<file path="config.mk">
export PLATFORM = sky130hd
export DESIGN_NAME = id_ex_pipe_reg
export DESIGN_NICKNAME = d
export VERILOG_FILES = /design/src/rtl/cpu_pkg.sv /design/src/rtl/hazard_detect.sv /design/src/rtl/id_ex_pipe_reg.sv
export SDC_FILE = /design/constraint.sdc
export NUM_CORES = 1
export LEC_CHECK = 0
export BUFFER_PORTS_ARGS = -buffer_cell sky130_fd_sc_hd__buf_2
export CAP_MARGIN = 25
export CELL_PAD_IN_SITES_DETAIL_PLACEMENT = 1
export CELL_PAD_IN_SITES_GLOBAL_PLACEMENT = 2
export CORE_AREA = 2 2 152 154
export DETAILED_ROUTE_END_ITERATION = 12
export DIE_AREA = 0 0 154 156
export GPL_ROUTABILITY_DRIVEN = 0
export PLACE_DENSITY_LB_ADDON = 0.1
export SLEW_MARGIN = 30
export SYNTH_ARGS = -nofsm -noshare
export SYNTH_HDL_FRONTEND = slang
export SYNTH_SLANG_ARGS = --single-unit
</file>
<file path="constraint.sdc">
create_clock -name clk_i -period 3.4 [get_ports clk_i]
set_input_delay 0.51 -clock clk_i [delete_from_list [all_inputs] [get_ports clk_i]]
set_output_delay 0.51 -clock clk_i [all_outputs]
set_load 0.1 [all_outputs]
</file>
<file path="src/rtl/cpu_pkg.sv">
// Shared definitions for the 5-stage MIPS core: datapath defaults, ALU op codes,
// opcode constants and the decoder control bundle carried down the pipeline.
package cpu_pkg;

  localparam int DW_DEF    = 32;
  localparam int AW_DEF    = 5;
  localparam int CNT_W_DEF = 16;

  // ALU operation selects driven by the decoder
  typedef enum logic [2:0] {
    ALU_ADD   = 3'b000,
    ALU_SUB   = 3'b001,
    ALU_FUNCT = 3'b010,
    ALU_ADDI  = 3'b011,
    ALU_ANDI  = 3'b100,
    ALU_ORI   = 3'b101,
    ALU_SLTI  = 3'b110,
    ALU_LUI   = 3'b111
  } alu_op_e;

  // Primary opcode field values
  localparam logic [5:0] OP_RTYPE = 6'h00;
  localparam logic [5:0] OP_J     = 6'h02;
  localparam logic [5:0] OP_BEQ   = 6'h04;
  localparam logic [5:0] OP_BNE   = 6'h05;
  localparam logic [5:0] OP_ADDI  = 6'h08;
  localparam logic [5:0] OP_SLTI  = 6'h0A;
  localparam logic [5:0] OP_ANDI  = 6'h0C;
  localparam logic [5:0] OP_ORI   = 6'h0D;
  localparam logic [5:0] OP_LUI   = 6'h0F;
  localparam logic [5:0] OP_LW    = 6'h23;
  localparam logic [5:0] OP_SW    = 6'h2B;

  // Decoder control bundle, one bit per decoder output plus the ALU op
  typedef struct packed {
    logic       reg_write;
    logic [2:0] alu_op;
    logic       alu_src;
    logic       reg_dst;
    logic       branch;
    logic       zero_ext;
    logic       mem_read;
    logic       mem_write;
    logic       jump;
    logic       mem_to_reg;
    logic       branch_type;
  } ctrl_t;

  localparam int CTRL_W = $bits(ctrl_t);

  // R-type, beq/bne and sw are the instructions that actually read rt
  function automatic logic reads_rt(input ctrl_t c);
    return c.reg_dst | c.branch | c.mem_write;
  endfunction

endpackage

</file>
<file path="src/rtl/hazard_detect.sv">
// Load-use hazard detector: flags an ID instruction that needs the register a
// load currently in EX has not yet fetched from memory.
module hazard_detect #(
  parameter int AW = 5
) (
  input  logic          ex_valid,
  input  logic          ex_mem_read,
  input  logic [AW-1:0] ex_rt,
  input  logic [AW-1:0] id_rs,
  input  logic [AW-1:0] id_rt,
  input  logic          id_uses_rt,
  input  logic          flush,
  output logic          hazard
);

  logic rs_match;
  logic rt_match;

  // $0 is hard-wired, so a load targeting it never creates a dependency;
  // a flush kills the ID instruction anyway, so no stall is needed then
  always_comb begin
    rs_match = (ex_rt == id_rs);
    rt_match = id_uses_rt & (ex_rt == id_rt);
    hazard   = ex_valid & ex_mem_read & (ex_rt != '0) & (rs_match | rt_match) & ~flush;
  end

endmodule

</file>
<file path="src/rtl/id_ex_pipe_reg.sv">
// ID/EX pipeline register: carries decoder controls and operands into EX,
// inserts a single bubble on a load-use hazard and counts those bubbles.
module id_ex_pipe_reg
  import cpu_pkg::*;
#(
  parameter int DW    = DW_DEF,
  parameter int AW    = AW_DEF,
  parameter int CNT_W = CNT_W_DEF
) (
  input  logic             clk_i,
  input  logic             rst_i,
  input  logic             stall_i,
  input  logic             flush_i,
  input  logic             RegWrite_i,
  input  logic [2:0]       ALU_op_i,
  input  logic             ALUSrc_i,
  input  logic             RegDst_i,
  input  logic             Branch_i,
  input  logic             Zero_ext_i,
  input  logic             MemRead_i,
  input  logic             MemWrite_i,
  input  logic             Jump_i,
  input  logic             MemToReg_i,
  input  logic             Branch_type_i,
  input  logic [DW-1:0]    pc_plus4_i,
  input  logic [DW-1:0]    rs_data_i,
  input  logic [DW-1:0]    rt_data_i,
  input  logic [DW-1:0]    imm_i,
  input  logic [AW-1:0]    rs_i,
  input  logic [AW-1:0]    rt_i,
  input  logic [AW-1:0]    rd_i,
  input  logic [5:0]       funct_i,
  output logic             RegWrite_o,
  output logic [2:0]       ALU_op_o,
  output logic             ALUSrc_o,
  output logic             RegDst_o,
  output logic             Branch_o,
  output logic             Zero_ext_o,
  output logic             MemRead_o,
  output logic             MemWrite_o,
  output logic             Jump_o,
  output logic             MemToReg_o,
  output logic             Branch_type_o,
  output logic [DW-1:0]    pc_plus4_o,
  output logic [DW-1:0]    rs_data_o,
  output logic [DW-1:0]    rt_data_o,
  output logic [DW-1:0]    imm_o,
  output logic [AW-1:0]    rs_o,
  output logic [AW-1:0]    rt_o,
  output logic [AW-1:0]    rd_o,
  output logic [5:0]       funct_o,
  output logic             valid_o,
  output logic             pc_write_o,
  output logic             ifid_write_o,
  output logic             hazard_o,
  output logic [CNT_W-1:0] bubble_cnt_o
);

  ctrl_t ctrl_in;
  ctrl_t ctrl_q;
  logic  hazard;

  assign ctrl_in = '{
    reg_write:   RegWrite_i,
    alu_op:      ALU_op_i,
    alu_src:     ALUSrc_i,
    reg_dst:     RegDst_i,
    branch:      Branch_i,
    zero_ext:    Zero_ext_i,
    mem_read:    MemRead_i,
    mem_write:   MemWrite_i,
    jump:        Jump_i,
    mem_to_reg:  MemToReg_i,
    branch_type: Branch_type_i
  };

  hazard_detect #(.AW(AW)) u_hazard (
    .ex_valid    (valid_o),
    .ex_mem_read (ctrl_q.mem_read),
    .ex_rt       (rt_o),
    .id_rs       (rs_i),
    .id_rt       (rt_i),
    .id_uses_rt  (reads_rt(ctrl_in)),
    .flush       (flush_i),
    .hazard      (hazard)
  );

  // Pipeline register: reset, then freeze, then bubble (flush or load-use), else capture
  always_ff @(posedge clk_i) begin
    if (!rst_i) begin
      ctrl_q     <= '0;
      valid_o    <= 1'b0;
      pc_plus4_o <= '0;
      rs_data_o  <= '0;
      rt_data_o  <= '0;
      imm_o      <= '0;
      rs_o       <= '0;
      rt_o       <= '0;
      rd_o       <= '0;
      funct_o    <= '0;
    end else if (stall_i) begin
      ctrl_q <= ctrl_q;
    end else if (flush_i || hazard) begin
      ctrl_q     <= '0;
      valid_o    <= 1'b0;
      pc_plus4_o <= '0;
      rs_data_o  <= '0;
      rt_data_o  <= '0;
      imm_o      <= '0;
      rs_o       <= '0;
      rt_o       <= '0;
      rd_o       <= '0;
      funct_o    <= '0;
    end else begin
      ctrl_q     <= ctrl_in;
      valid_o    <= 1'b1;
      pc_plus4_o <= pc_plus4_i;
      rs_data_o  <= rs_data_i;
      rt_data_o  <= rt_data_i;
      imm_o      <= imm_i;
      rs_o       <= rs_i;
      rt_o       <= rt_i;
      rd_o       <= rd_i;
      funct_o    <= funct_i;
    end
  end

  // Saturating count of load-use bubbles; flushes and frozen cycles are not counted
  always_ff @(posedge clk_i) begin
    if (!rst_i) begin
      bubble_cnt_o <= '0;
    end else if (!stall_i && hazard && (bubble_cnt_o != '1)) begin
      bubble_cnt_o <= bubble_cnt_o + 1'b1;
    end
  end

  assign RegWrite_o    = ctrl_q.reg_write;
  assign ALU_op_o      = ctrl_q.alu_op;
  assign ALUSrc_o      = ctrl_q.alu_src;
  assign RegDst_o      = ctrl_q.reg_dst;
  assign Branch_o      = ctrl_q.branch;
  assign Zero_ext_o    = ctrl_q.zero_ext;
  assign MemRead_o     = ctrl_q.mem_read;
  assign MemWrite_o    = ctrl_q.mem_write;
  assign Jump_o        = ctrl_q.jump;
  assign MemToReg_o    = ctrl_q.mem_to_reg;
  assign Branch_type_o = ctrl_q.branch_type;

  assign hazard_o     = hazard;
  assign pc_write_o   = ~stall_i & ~hazard;
  assign ifid_write_o = ~stall_i & ~hazard;

endmodule

</file>
== After elaboration in Yosys (flattened, before gate mapping) ==
Index checks and enable logic that the tools add are counted.

* $add $sub $neg: 1
* Eq/ne operators: 3
* Mux-type cells: 10
* Bitwise gates (word level): 12
* Reductions and logical operators: 5

{| class="wikitable"
|+ Operators by type and width
! kind !! count
|-
| two-way mux 32 bit || 4
|-
| adder 16 x 1 -> 16 bit (second input constant) || 1
|-
| inequality test 16 bit (second input constant) || 1
|-
| two-way mux 5 bit || 3
|-
| two-way mux 13 bit || 1
|-
| == test 5 bit || 2
|-
| AND 1 bit || 6
|-
| two-way mux 6 bit || 1
|-
| nonzero test 5 bit || 1
|-
| inverter 1 bit || 3
|-
| bitwise OR 1 bit || 3
|-
| logical AND 1 bit || 2
|-
| zero test 1 bit || 1
|-
| logical OR 1 bit || 1
|-
| two-way mux 1 bit || 1
|}

* Flip-flop bits (word level): 179
* Bits of input ports: 166
* Output and inout bits: 182

== Logic depth before layout (Yosys ltp) ==
* Depth in word-level cells: 8
* Mapped depth: 8
* Mapped depth without buffers: 6

== By module ==
From an unflattened synthesis, not the netlist that was laid out.

* Cell total of the unflattened synthesis: 663
* Area, all modules: 6306.0 um2

{| class="wikitable"
|+ Modules (own cells, without submodules)
! module !! instances !! cells an instance !! area an instance (um2) !! sequential area each (um2)
|-
| id_ex_pipe_reg || 1 || 644 || 6165.9 || 3583.4
|-
| hazard_detect || 1 || 19 || 140.1 || 0.0
|}

== Least setup slack after synthesis ==
OpenSTA, ideal clock, no wires.

* Kind: register to output
* Start point: register rt_o[4]
* End point: output port pc_write_o
* Arrival time: 6.088 ns
* Path slack: -3.198 ns
* Cell stages (with the launch flop): 7
* Path through: dfxtp_1 xor2_1 or4_4 o32ai_1 nor3b_1 nor2_1 buf_4

* Word-level cells in the longest chain between the ends: 7

{| class="wikitable"
|+ RTL lines
! what !! line !! source
|-
| start: declaration || id_ex_pipe_reg.sv:49 || <nowiki>output logic [AW-1:0] rt_o,</nowiki>
|-
| start signal: assignment || id_ex_pipe_reg.sv:122 || <nowiki>rt_o <= rt_i;</nowiki>
|-
| == test 5 bit || hazard_detect.sv:23 || <nowiki>rt_match = id_uses_rt & (ex_rt == id_rt);</nowiki>
|-
| AND 1 bit || hazard_detect.sv:23 ||
|-
| bitwise OR 1 bit || hazard_detect.sv:24 || <nowiki>hazard = ex_valid & ex_mem_read & (ex_rt != '0) & (rs_match | rt_match) & ~flush;</nowiki>
|-
| AND 1 bit (*) (2 in a row) || hazard_detect.sv:24 ||
|-
| named net hazard_o || id_ex_pipe_reg.sv:55 || <nowiki>output logic hazard_o,</nowiki>
|-
| inverter 1 bit (*) || -- ||
|-
| AND 1 bit (*) || -- ||
|-
| end: declaration || id_ex_pipe_reg.sv:53 || <nowiki>output logic pc_write_o,</nowiki>
|}

Mark *: on every way through the listed nets, which the timed path passes. The rest lies on a longest branch.

== Worst setup path in the final report ==
* Start point: register rt_o[4]
* End point: output port hazard_o

* Word-level cells in the longest chain between the ends: 5

{| class="wikitable"
|+ RTL lines
! what !! line
|-
| == test 5 bit || hazard_detect.sv:23
|-
| AND 1 bit || hazard_detect.sv:23
|-
| bitwise OR 1 bit || hazard_detect.sv:24
|-
| AND 1 bit (*) (2 in a row) || hazard_detect.sv:24
|-
| end: declaration || id_ex_pipe_reg.sv:55
|}

Every way passes the cells marked *; elsewhere a longest branch is shown, timed or not.

==> impl_metrics.tcl <==
set metrics [dict create \
    status "finished, final reports clean" \
    ios 348 \
    layout_common_cells "buf_2 (347), dfxtp_1 (172), a22o_1 (162)" \
    antenna_found_initial 3 \
    cts_tree "built" \
    clkPwrFrac_pct 38.2 \
    core.rowCount 55 \
    cts.path.max_buffers 2 \
    overflow 0 \
    use_met2_pct 28.6 \
    vias 5352 \
    crit_path_start_kind "flip-flop" \
    cts_hold_buf 0 \
    syn_area_per_cell_um2 12.0 \
    start_util_pct 26.5 \
    use_met1_pct 19.3 \
    slew_viol_final 0 \
    fmax_mhz 339 \
    drt_first_pass_iters 4 \
    ant_nets 0 \
    h-tree-depth 4 \
    multi_input_area_um2 2180 \
    power_w 0.00506 \
    tightestPinTransition_ps 712 \
    hpwl_um 15200 \
    cts-buffers-inserted 17 \
    cts_num_sinks 179 \
    relSlewSlack_pct 52.5 \
    synthArstFlopShare_pct 0 \
    final_common_cell "buf_2" \
    grt_pass1_wl_um 31300 \
    cp.required_ps 2890 \
    cp-end-kind "primary output" \
    coreArea_um2 22400 \
    maxCapViolCount 0 \
    netlist_instances 493 \
    critPathMaxFanout 5 \
    peakVddDrop_mv 0.276 \
    critPathKind "reg2out" \
    rsz0062_at_grt "no" \
    p_switching_w 0.00166 \
    gr-usage-all-layers_pct 16.7 \
    p_seq_share_pct 43.7 \
    grt_pass1_vias 5414 \
    synth_seq_cells 179 \
    syn_area_um2 5930 \
    cts_resized 0 \
    cpPeakStageDelay_ps 530 \
    final_util_pct 38.2 \
    grt_max_degree 138 \
    finClkSkew_ps 14.2 \
    cpMaxStageDelayCell "or4_4" \
    wl_per_cell_um 18.4 \
    r2r-end "rs_data_o[22]" \
    fin_area_um2 8540 \
    drive_gt1_share_pct 47.4 \
    finalHoldViolations 0 \
    grt_use_met3_pct 6.31 \
    path_cells "xor2_1 > or4_4 > o32ai_2 > nor3b_4 > buf_2" \
    hold_path_depth 2 \
    hold_ws_ps 297 \
    fill_cells 2575 \
    p_leak_nw 4.12 \
    clk-insertion-delay-late_ps 420 \
    min_period_over_period_pct 86.7 \
    wirelength_um 20700 \
    hold_path.startpoint "pc_plus4_i[27]" \
    hold_path_end "pc_plus4_o[27]" \
    drt-vias-per-instance 4.77 \
    reg2reg_from "rt_o[4]" \
    drc_errors 0 \
    placement.cell_area_um2 7950 \
    cp.arrival_ps 2440 \
    seqCellArea_um2 3600 \
    busiest_layer "met2" \
    die-area_um2 24000 \
    dieHeight_um 156 \
    yosysSeqAreaShare_pct 60.5 \
    power_density_nw_per_um2 593 \
    ff2ff_setup_slack_ps 1060 \
    power.internal_w 0.00340 \
    setup_viol 0 \
    comb_power_share_pct 18.1 \
    cts_setup_buffers 0 \
    yosys_warnings 0 \
    root_buffer "clkbuf_16" \
    swShare_pct 32.7 \
    area_delta_synth_final_pct 44.0 \
    cp.buffers_inverters 1 \
    syn_nets 660 \
    fin_nets 989 \
    reg2reg_depth 5 \
    synth_cell_types 37 \
    cts.reportedPaths.clkPinSlew_ps 80 \
    port_buffers 347 \
    die_w_um 154 \
    layout_min_cycle_time_ps 2950 \
    synth-main-ff-cell "dfxtp_1" \
    crit_family "simple AND/OR/NAND/NOR gates" \
    initialDrtViolationCount 275 \
    min_path_type "in2reg" \
    tns_ps 0 \
    synth-edff-count 0 \
]
[per-stage QoR]
stage / worst slack, ps / cells
2_1_floorplan: 6.95 / 493
3_3_place_gp: 598 / 1088
3_5_place_dp: 581 / 1088
4_1_cts: 402 / 1120
5_1_grt: 362 / 1121
6_report: 451 / 1122
[area by class of cell]
class                           count  area share, %
Sequential cell                   179           42.2
Timing Repair Buffer              352           21.1
Inverter                            3          0.132
Multi-Input combinational cell    269           25.6
Tap cell                          285           4.18
Antenna cell                        2         0.0586
Clock buffer                       19           5.07
Clock inverter                     13           1.70
[worst max path at each step]
stage | startpoint | to | slack [ps] | depth (start not counted)
floorplan | rt_i[4] | pc_write_o | 7 | 6
global placement | rt_i[4] | hazard_o | 600 | 6
detailed placement | rt_i[4] | hazard_o | 580 | 6
CTS | rt_o[4] | hazard_o | 400 | 5
global route | rt_o[4] | hazard_o | 360 | 5
finish | rt_o[4] | hazard_o | 450 | 5
[routing by layer]
metal	vias to the layer above	routed length [um]	part of all wire (%)
met5	-	13	0.063
met1	2560	8390	41
met3	20	1700	8.2
li1	2553	-	-
met2	217	10300	50
met4	2	269	1.3
[cell usage after synthesis (2+ instances only)]
| library cell | instances | share of area, % |
|---|---|---|
| dfxtp_1 | 179 | 60 |
| a22o_1 | 162 | 24 |
| clkbuf_1 | 25 | 1.6 |
| nand2_1 | 18 | 1.1 |
| buf_2 | 15 | 1.3 |
| or4_1 | 10 | 1.3 |
| nand3_1 | 8 | 0.68 |
| o31ai_1 | 8 | 1.0 |
| a21boi_0 | 6 | 0.76 |
| mux2i_1 | 6 | 1.0 |
| nand4_1 | 5 | 0.53 |
| nor2_1 | 5 | 0.32 |
| xnor2_1 | 5 | 0.74 |
| xor2_1 | 5 | 0.74 |
| nand2b_1 | 4 | 0.42 |
| a21boi_1 | 3 | 0.38 |
| and4_1 | 3 | 0.44 |
| inv_1 | 3 | 0.19 |
| and3_1 | 2 | 0.21 |
| nor3_1 | 2 | 0.17 |
| nor4_1 | 2 | 0.21 |
| o311a_1 | 2 | 0.34 |
[kinds of logic after synthesis]
kind of cell | synth area share, %
AO/OA/AOI/OAI | 27.4
adder cells (fa/ha/maj) | 0.211
multiplexers | 1.01
XOR/XNOR | 1.48
buffers and inverters | 3.36
flip-flops | 60.5
AND/OR/NAND/NOR | 6.02
[worst register-to-register path: stages, from the launching register on]
cell and delay, ps:
dfxtp_4 360, or3_1 360, o311a_1 450, a21oi_4 240, buf_12 420, a22o_1 450
[sequential cells by signal (all words and copies together), names as in the netlist, 5 cells and up]
register,cells
rs_data_o,32
rt_data_o,32
funct_o,6
pc_plus4_o,32
rt_o,5
rd_o,5
rs_o,5
bubble_cnt_o,16
imm_o,32
[power by group through the flow]
stage,Combinational [W],Sequential (W),Clock (W)
global route,0.000951,0.00222,0.00210
global placement,0.000914,0.00226,0
detailed placement,0.000922,0.00226,0
CTS,0.000922,0.00221,0.00201
finish,0.000916,0.00221,0.00193
floorplan,0.000150,0.00281,0
Power figures use the tool's default switching activity.
